--- config.mk ---
export PLATFORM = sky130hd
export DESIGN_NAME = uart_tx_serializer_flat
export DESIGN_NICKNAME = d
export VERILOG_FILES = /design/src/rtl/uart_tx_serializer_if.sv /design/src/rtl/uart_tx_serializer.sv /design/src/flat_wrapper.sv
export SDC_FILE = /design/constraint.sdc
export NUM_CORES = 1
export LEC_CHECK = 0
export ABC_AREA = 1
export BUFFER_PORTS_ARGS = -buffer_cell sky130_fd_sc_hd__clkbuf_2
export CORE_MARGIN = 5
export CORE_UTILIZATION = 63
export CTS_CLUSTER_DIAMETER = 120
export CTS_CLUSTER_SIZE = 28
export DETAILED_ROUTE_END_ITERATION = 6
export PLACE_DENSITY = 0.93
export SETUP_SLACK_MARGIN = 0.15
export SYNTH_ARGS = -nofsm -noshare
export SYNTH_HDL_FRONTEND = slang
export SYNTH_SLANG_ARGS = --single-unit
--- constraint.sdc ---
create_clock -name clk -period 3.5 [get_ports clk]
set_clock_uncertainty 0.1 [all_clocks]
set_input_delay 0 -clock clk [delete_from_list [all_inputs] [get_ports clk]]
set_output_delay 0 -clock clk [all_outputs]
set_load 0.005 [all_outputs]
--- src/rtl/uart_tx_serializer_if.sv ---
`default_nettype none
// ============================================================================
// Module      : uart_tx_serializer_if
// Description : Byte handover between the IO controller and the UART
//               transmitter: tx_start/data_in request, tx_done/busy status,
//               and the serial tx line.
// Revision    : 1.0 - initial release
// ============================================================================
interface uart_tx_serializer_if;
   logic       tx_start;
   logic [7:0] data_in;
   logic       tx;
   logic       tx_done;
   logic       busy;

   // Controller side: requests a byte and watches completion
   modport master (
      output tx_start,
      output data_in,
      input  tx,
      input  tx_done,
      input  busy
   );

   // Serializer side: accepts a byte and drives the line
   modport slave (
      input  tx_start,
      input  data_in,
      output tx,
      output tx_done,
      output busy
   );
endinterface
`default_nettype wire

--- src/rtl/uart_tx_serializer.sv ---
`default_nettype none
// ============================================================================
// Module      : uart_tx_serializer
// Description : UART transmitter. Frames one byte per accepted tx_start as
//               start bit, 8 data bits LSB first, optional parity bit and
//               1 or 2 stop bits, then pulses tx_done for one cycle.
//               All outputs are registered.
// Revision    : 1.0 - initial release
// ============================================================================
module uart_tx_serializer #(
   parameter int CLKS_PER_BIT = 868,
   parameter int PARITY_EN    = 0,
   parameter int PARITY_ODD   = 0,
   parameter int STOP_BITS    = 1
) (
   input wire                  clk,
   input wire                  reset,
   uart_tx_serializer_if.slave bus
);

   // Baud counter width; a single-bit counter still works for the minimum of 2
   localparam int                 c_CNT_W     = (CLKS_PER_BIT > 2) ? $clog2(CLKS_PER_BIT) : 1;
   localparam logic [c_CNT_W-1:0] c_CNT_LAST  = c_CNT_W'(CLKS_PER_BIT - 1);
   localparam logic [2:0]         c_DATA_LAST = 3'd7;
   localparam logic [2:0]         c_STOP_LAST = 3'(STOP_BITS - 1);
   localparam logic               c_ODD       = (PARITY_ODD != 0);
   localparam logic               c_PAR_EN    = (PARITY_EN != 0);

   // Illegal parameter combinations stop elaboration rather than misbehave
   generate
      if (CLKS_PER_BIT < 2) begin : g_bad_clks_per_bit
         $error("uart_tx_serializer: CLKS_PER_BIT must be >= 2");
      end
      if ((STOP_BITS != 1) && (STOP_BITS != 2)) begin : g_bad_stop_bits
         $error("uart_tx_serializer: STOP_BITS must be 1 or 2");
      end
   endgenerate

   typedef enum logic [2:0] {
      S_IDLE   = 3'd0,
      S_START  = 3'd1,
      S_DATA   = 3'd2,
      S_PARITY = 3'd3,
      S_STOP   = 3'd4,
      S_DONE   = 3'd5
   } state_t;

   state_t             r_state;
   logic [c_CNT_W-1:0] r_baud_cnt;
   logic [2:0]         r_bit_idx;
   logic [7:0]         r_shift;
   logic               r_parity;
   logic               r_tx;
   logic               r_tx_done;
   logic               r_busy;

   logic               w_bit_end;

   // A serial bit ends on the edge where the baud counter reaches its last value
   assign w_bit_end = (r_baud_cnt == c_CNT_LAST);

   assign bus.tx      = r_tx;
   assign bus.tx_done = r_tx_done;
   assign bus.busy    = r_busy;

   // Frame sequencer: state, baud timing, shifting and registered line outputs
   always_ff @(posedge clk or posedge reset) begin
      if (reset) begin
         r_state    <= S_IDLE;
         r_baud_cnt <= '0;
         r_bit_idx  <= '0;
         r_shift    <= '0;
         r_parity   <= 1'b0;
         r_tx       <= 1'b1;
         r_tx_done  <= 1'b0;
         r_busy     <= 1'b0;
      end else begin
         r_tx_done <= 1'b0;
         case (r_state)
            S_IDLE: begin
               r_tx       <= 1'b1;
               r_baud_cnt <= '0;
               r_bit_idx  <= '0;
               if (bus.tx_start) begin
                  // Byte and its parity are captured once; later data_in
                  // changes cannot reach the frame in flight
                  r_shift  <= bus.data_in;
                  r_parity <= (^bus.data_in) ^ c_ODD;
                  r_busy   <= 1'b1;
                  r_tx     <= 1'b0;
                  r_state  <= S_START;
               end
            end

            S_START: begin
               if (w_bit_end) begin
                  r_baud_cnt <= '0;
                  r_tx       <= r_shift[0];
                  r_state    <= S_DATA;
               end else begin
                  r_baud_cnt <= r_baud_cnt + c_CNT_W'(1);
               end
            end

            S_DATA: begin
               if (w_bit_end) begin
                  r_baud_cnt <= '0;
                  r_shift    <= {1'b0, r_shift[7:1]};
                  if (r_bit_idx == c_DATA_LAST) begin
                     r_bit_idx <= '0;
                     if (c_PAR_EN) begin
                        r_tx    <= r_parity;
                        r_state <= S_PARITY;
                     end else begin
                        r_tx    <= 1'b1;
                        r_state <= S_STOP;
                     end
                  end else begin
                     // Next bit is the one about to land in shift[0]
                     r_bit_idx <= r_bit_idx + 3'd1;
                     r_tx      <= r_shift[1];
                  end
               end else begin
                  r_baud_cnt <= r_baud_cnt + c_CNT_W'(1);
               end
            end

            S_PARITY: begin
               if (w_bit_end) begin
                  r_baud_cnt <= '0;
                  r_tx       <= 1'b1;
                  r_state    <= S_STOP;
               end else begin
                  r_baud_cnt <= r_baud_cnt + c_CNT_W'(1);
               end
            end

            S_STOP: begin
               r_tx <= 1'b1;
               if (w_bit_end) begin
                  r_baud_cnt <= '0;
                  // Bit index is reused to count stop bits
                  if (r_bit_idx == c_STOP_LAST) begin
                     r_bit_idx <= '0;
                     r_tx_done <= 1'b1;
                     r_state   <= S_DONE;
                  end else begin
                     r_bit_idx <= r_bit_idx + 3'd1;
                  end
               end else begin
                  r_baud_cnt <= r_baud_cnt + c_CNT_W'(1);
               end
            end

            S_DONE: begin
               // tx_start here is deliberately ignored
               r_tx    <= 1'b1;
               r_busy  <= 1'b0;
               r_state <= S_IDLE;
            end

            default: begin
               r_tx       <= 1'b1;
               r_busy     <= 1'b0;
               r_baud_cnt <= '0;
               r_bit_idx  <= '0;
               r_state    <= S_IDLE;
            end
         endcase
      end
   end

endmodule
`default_nettype wire

--- src/flat_wrapper.sv ---
// flat-port wrapper written by rule: the top's interface ports become plain ports
module uart_tx_serializer_flat 
#(
   parameter int CLKS_PER_BIT = 868,
   parameter int PARITY_EN    = 0,
   parameter int PARITY_ODD   = 0,
   parameter int STOP_BITS    = 1
)
  (clk, reset, bus_tx_start, bus_data_in, bus_tx, bus_tx_done, bus_busy);
  uart_tx_serializer_if bus_i ();
  input wire clk;
  input wire reset;
  input wire logic [$bits(bus_i.tx_start)-1:0] bus_tx_start;
  input wire logic [$bits(bus_i.data_in)-1:0] bus_data_in;
  output wire logic [$bits(bus_i.tx)-1:0] bus_tx;
  output wire logic [$bits(bus_i.tx_done)-1:0] bus_tx_done;
  output wire logic [$bits(bus_i.busy)-1:0] bus_busy;
  assign bus_i.tx_start = bus_tx_start;
  assign bus_i.data_in = bus_data_in;
  assign bus_tx = bus_i.tx;
  assign bus_tx_done = bus_i.tx_done;
  assign bus_busy = bus_i.busy;
  uart_tx_serializer #(.CLKS_PER_BIT(CLKS_PER_BIT), .PARITY_EN(PARITY_EN), .PARITY_ODD(PARITY_ODD), .STOP_BITS(STOP_BITS)) u_core (.clk(clk), .reset(reset), .bus(bus_i));
endmodule
# After elaboration in Yosys (flattened, before gate mapping)
# Cells that the tools add are included.
# op_classes
add_sub_neg,2
eq_ne,14
mux,29
n_bitwise,2
reduce_logical,10
# ops
cell,n
$mux 3,11
$pmux 10 s2,1
$mux 8,2
$pmux 8 s2,1
$pmux 3 s5,1
$ne 2x1->1 const B,6
$add 10x1->10 const B,1
$eq 10x10->1 const B,1
$mux 10,1
$eq 3x3->1 const B,3
$mux 1,9
$pmux 3 s3,1
$reduce_and 3->1,3
$reduce_and 7->1,1
$eq 3x2->1 const B,2
$logic_not 3->1,2
$pmux 1 s4,1
$reduce_or 4->1,1
$add 3x1->3 const B,1
$eq 3x1->1 const B,1
$reduce_or 3->1,1
$ne 2x2->1 const B,1
$not 1->1,2
$pmux 1 s2,1
other kinds (2),2
# totals
reg_bits,27
inputBits,11
out_inout_bits,3
word_cells,64

# Longest topological paths before layout
# logic_depth
word_depth,4
ltp_mapped,9

# Worst setup path before layout
# Ideal clock, no wire load.
# synth_timing
path_kind,flip-flop to flip-flop
from,register u_core.r_baud_cnt[0]
to,register u_core.r_shift[1]
setup_time_ns,0.123
t_arrival_ns,1.344
required_time_ns,3.277
path_slack_ns,1.932
path_stages_with_launch,10
cell_sequence,dfrtp_1 > ha_1 > nand2_1 > nor2_1 > nand4_1 > nand2_2 > nand2_4 > buf_12 > nand2_2 > o21ai_2
# synth_between
elab_chain_cells,3
# synth_rtl
item,line_no,rtl
start: declaration,uart_tx_serializer.sv:49,logic [c_CNT_W-1:0] r_baud_cnt;
start signal: assignment,uart_tx_serializer.sv:101,r_baud_cnt <= r_baud_cnt + c_CNT_W'(1);
start signal: assignment,uart_tx_serializer.sv:124,r_baud_cnt <= r_baud_cnt + c_CNT_W'(1);
start signal: assignment,uart_tx_serializer.sv:134,r_baud_cnt <= r_baud_cnt + c_CNT_W'(1);
$eq 10x10->1,uart_tx_serializer.sv:60,assign w_bit_end = (r_baud_cnt == c_CNT_LAST);
$ne 2x1->1 (no source line),--,
$reduce_and 3->1 (no source line),--,
end signal: assignment,uart_tx_serializer.sv:87,r_shift <= bus.data_in;
end signal: assignment,uart_tx_serializer.sv:108,"r_shift <= {1'b0, r_shift[7:1]};"
end: declaration,uart_tx_serializer.sv:51,logic [7:0] r_shift;
# Every way passes these cells.
# A chain may end at the register's enable or synchronous reset.

# Final worst setup path
# layout_timing
from,register u_core.r_state[0]
to,register u_core.r_shift[7]
# layout_between
elab_chain_cells,3
# layout_rtl
item,line_no,rtl
start: declaration,uart_tx_serializer.sv:48,state_t r_state;
start signal: assignment,uart_tx_serializer.sv:69,r_state <= S_IDLE;
start signal: assignment,uart_tx_serializer.sv:91,r_state <= S_START;
start signal: assignment,uart_tx_serializer.sv:99,r_state <= S_DATA;
$eq 3x2->1 or $logic_not 3->1 (tied branches),uart_tx_serializer.sv:79,case (r_state)
$ne 2x1->1 (no source line) (tied with other cells),--,
$reduce_and 3->1 (no source line),--,
# Several ways; a longest one is shown, not always the timed one.

==> impl_results.md <==
* Status: complete, no violations
* Drt first pass iters at 4
* Final setup viols at 0
* DIE WIDTH at 60.4 µm
* Pleak at approximately 0.9 nW
* Final Hold Violating Endpoints at 0
* First-pass GRT wire length at 6000 µm
* Worst path slowest cell: dlygate4sd3_1
* Vias per cell at 5.45
* Non-Filler Instances at 263
* Unrepaired setup endpoints after global routing: false
* Final min period at 1.83 ns
* CP endpoint kind: flip-flop
* Final nets at roughly 250
* TritonCTS clock tree: done
* Post-route ant nets at 0
* Initial Util at roughly 65%
* CP Data Required Time at 3.68 ns
* Yosys cell types at 27
* Synth area leaders: dfrtp_1 41%, nand2_1 14%, inv_1 4.9%
* Mapped Cells at 208
* Post-Syn Area at 0.00160 mm²
* Hold Buf Count CTS at 11
* Inst Count DP at 248
* Die area at 0.00365 mm²
* Wire per inst at 12.9 µm
* Clock buffer count from CTS at 3
* Clock-pin transition on the worst setup and hold timing paths at 0.14 ns
* Worst slack at placement at 1.79 ns
* Pwr Density at about 260 mW/mm²
* Largest net degree at the start of global routing at 28
* Largest fanout on the critical path at 7
* Share of cells above drive strength 1 at 17.6%
* Seq. cell area at a little under 700 µm²
* Worst Slack Setup Final at 1.67 ns
* Worst-path cell chain: nor3_2 -> nand3_1 -> dlygate4sd3_1 -> nand2_1
* Fillers at 165
* Biggest area consumer among synthesized cells: dfrtp_1
* Top-count cell post-synth: nand2_1
* Post-synth EDFFs at 0
* I/O pins at 14
* Vias at between 1000 and 1500
* Final WL at 3400 µm
* Postcts setup bufs at 0
* Post-DP HPWL at 2200 µm
* Grt total ovfl at 0
* Main synth FF type: dfrtp_1
* Worst hold path class: in -> async
* Critical path arrival at around 2 ns
* Post-cts resize count at 0
* Setup crit start kind: flip-flop
* Sinks on Clock Net at 27
* Warnings, synthesis at 0
* Peak supply drop at ~0.00031 V
* Top cell type's share of synthesized area at 40.6%
* Area growth syn-to-layout at 12.6%
* TNS Setup at 0 ns
* Vias in the first global route at about 1400
* Worst skew pair latency at 0.33 ns
* Fmax at 0.545 GHz
* Synthesized area per cell at between 7 and 8 µm²
* Sequential share of the synthesized area at ~42%
* Max-cap violations at 0
* Post-route DRC violation count at 0
* Slowest stage delay, CP at 0.59 ns
* Crit Path Class: reg -> reg
* Std-Cell Core Area at 0.00245 mm²
* Antenna cells at 0
* Die Height at 60.4 µm
* Gr usage total at 21.7%
* Fraction of registers with async set or reset after synthesis at 100%
* Multi-input logic area at between 700 and 800 µm²
* Synth cell count leaders: 60 x nand2_1, 26 x dfrtp_1, 21 x inv_1
* Clock tree root driver cell: clkbuf_4
* Max Slew Vio Count at 0
* Final Cycle Share at 52.4%
* Row count at 18
* Gpl congestion at about 0.88
* CTS H-tree lvls at 1
* Yosys reg bits at 27
* Longest Clk Path Bufs at 2
* Drt first-iter violations at roughly 100
* Post-Syn Nets at around 220
* Slew of the pin with the lowest slew margin at slightly above 1 ns
* Port buffer count at 13
* Max-slew headroom at 32.8%
* Initial antenna violation count at 0
[path summary, 6_finish.rpt]
path / start / endpoint / slack (ns) / cells past startpoint
max in group asynchronous: reset / u_core.r_state[2] / 2.37 / 3
worst max-delay path: u_core.r_state[0] / u_core.r_shift[7] / 1.67 / 4
worst min-delay path: reset / u_core.r_shift[5] / 0.32 / 3
min in group clk: u_core.bus.tx / u_core.bus.tx / 0.38 / 2
worst max register to register: u_core.r_state[0] / u_core.r_shift[7] / 1.67 / 4
worst min register to register: u_core.bus.tx / u_core.bus.tx / 0.38 / 2
[placed cells by master, fill, tap and decap left out, drive strengths merged]
cell type,synthesis,final
nand2,67,67
inv,25,25
a21oi,3,3
nor3b,1,1
or2,7,7
nand4,9,9
nor2,18,18
o21ai,24,24
clkbuf,0,17
xor2,2,2
dlygate4sd3,0,11
dfstp,1,1
nor3,5,5
dfrtp,26,26
nand3,12,12
clkinv,1,1
ha,4,4
[critical path, delay by kind of cell (launching register included)]
family	cells	cell delay, ns
buffers and inverters	1	0.59
and+or+nand+nor	3	0.58
DFF	1	0.52
[report_power, final]
group	internal, W	switching [W]	leakage, nW
Sequential	0.000312	0	0.349
Combinational	0.0000123	0.0000118	0.516
Clock	0.0000447	0.0000901	0.0150
[cell families (layout without fill, tap and decap cells)]
kind of cell | after synthesis | count (layout) | synth area share (%)
XOR/XNOR | 2 | 2 | 1.09
AO/OA/AOI/OAI | 27 | 27 | 10.1
adder cells (fa/ha/maj) | 4 | 4 | 3.12
flip-flops | 27 | 27 | 42.2
buffers and inverters | 29 | 54 | 8.35
AND/OR/NAND/NOR | 119 | 119 | 35.1
[registers in the layout, indices dropped and copies added (netlist names)]
signal and flops:
u_core.bus.busy 1, u_core.bus.tx 1, u_core.r_bit_idx 3, u_core.r_baud_cnt 10, u_core.r_state 3, u_core.bus.tx_done 1
u_core.r_shift 8
[area by class of cell]
type,instances,area share [%]
Clock buffer,4,1.46
Timing Repair Buffer,24,9.70
Inverter,26,5.41
Sequential cell,27,37.5
Multi-Input combinational cell,152,43.9
Tap cell,30,2.08
[routing by layer]
metal / up-vias / routed length (µm) / track usage [%]
li1: 719 / - / -
met1: 651 / 1460 / 27.1
met2: 56 / 1710 / 38.9
met3: 8 / 174 / 2.77
met4: 0 / 53 / 7.43
met5: - / 0 / 0
[stage by stage]
stage	hold WS [ns]	utilization, %	power (W)	area (µm²)
finish	0.324	73.5	0.000471	1810
global route	0.418	73.5	0.000488	1810
CTS	0.363	73.5	0.000470	1810
detailed placement	0.165	68.0	0.000333	1670
global placement	0.141	68.0	0.000332	1670
floorplan	-0.0480	-	0.000325	1600
Note: power is estimated with default switching activity, not from simulation.
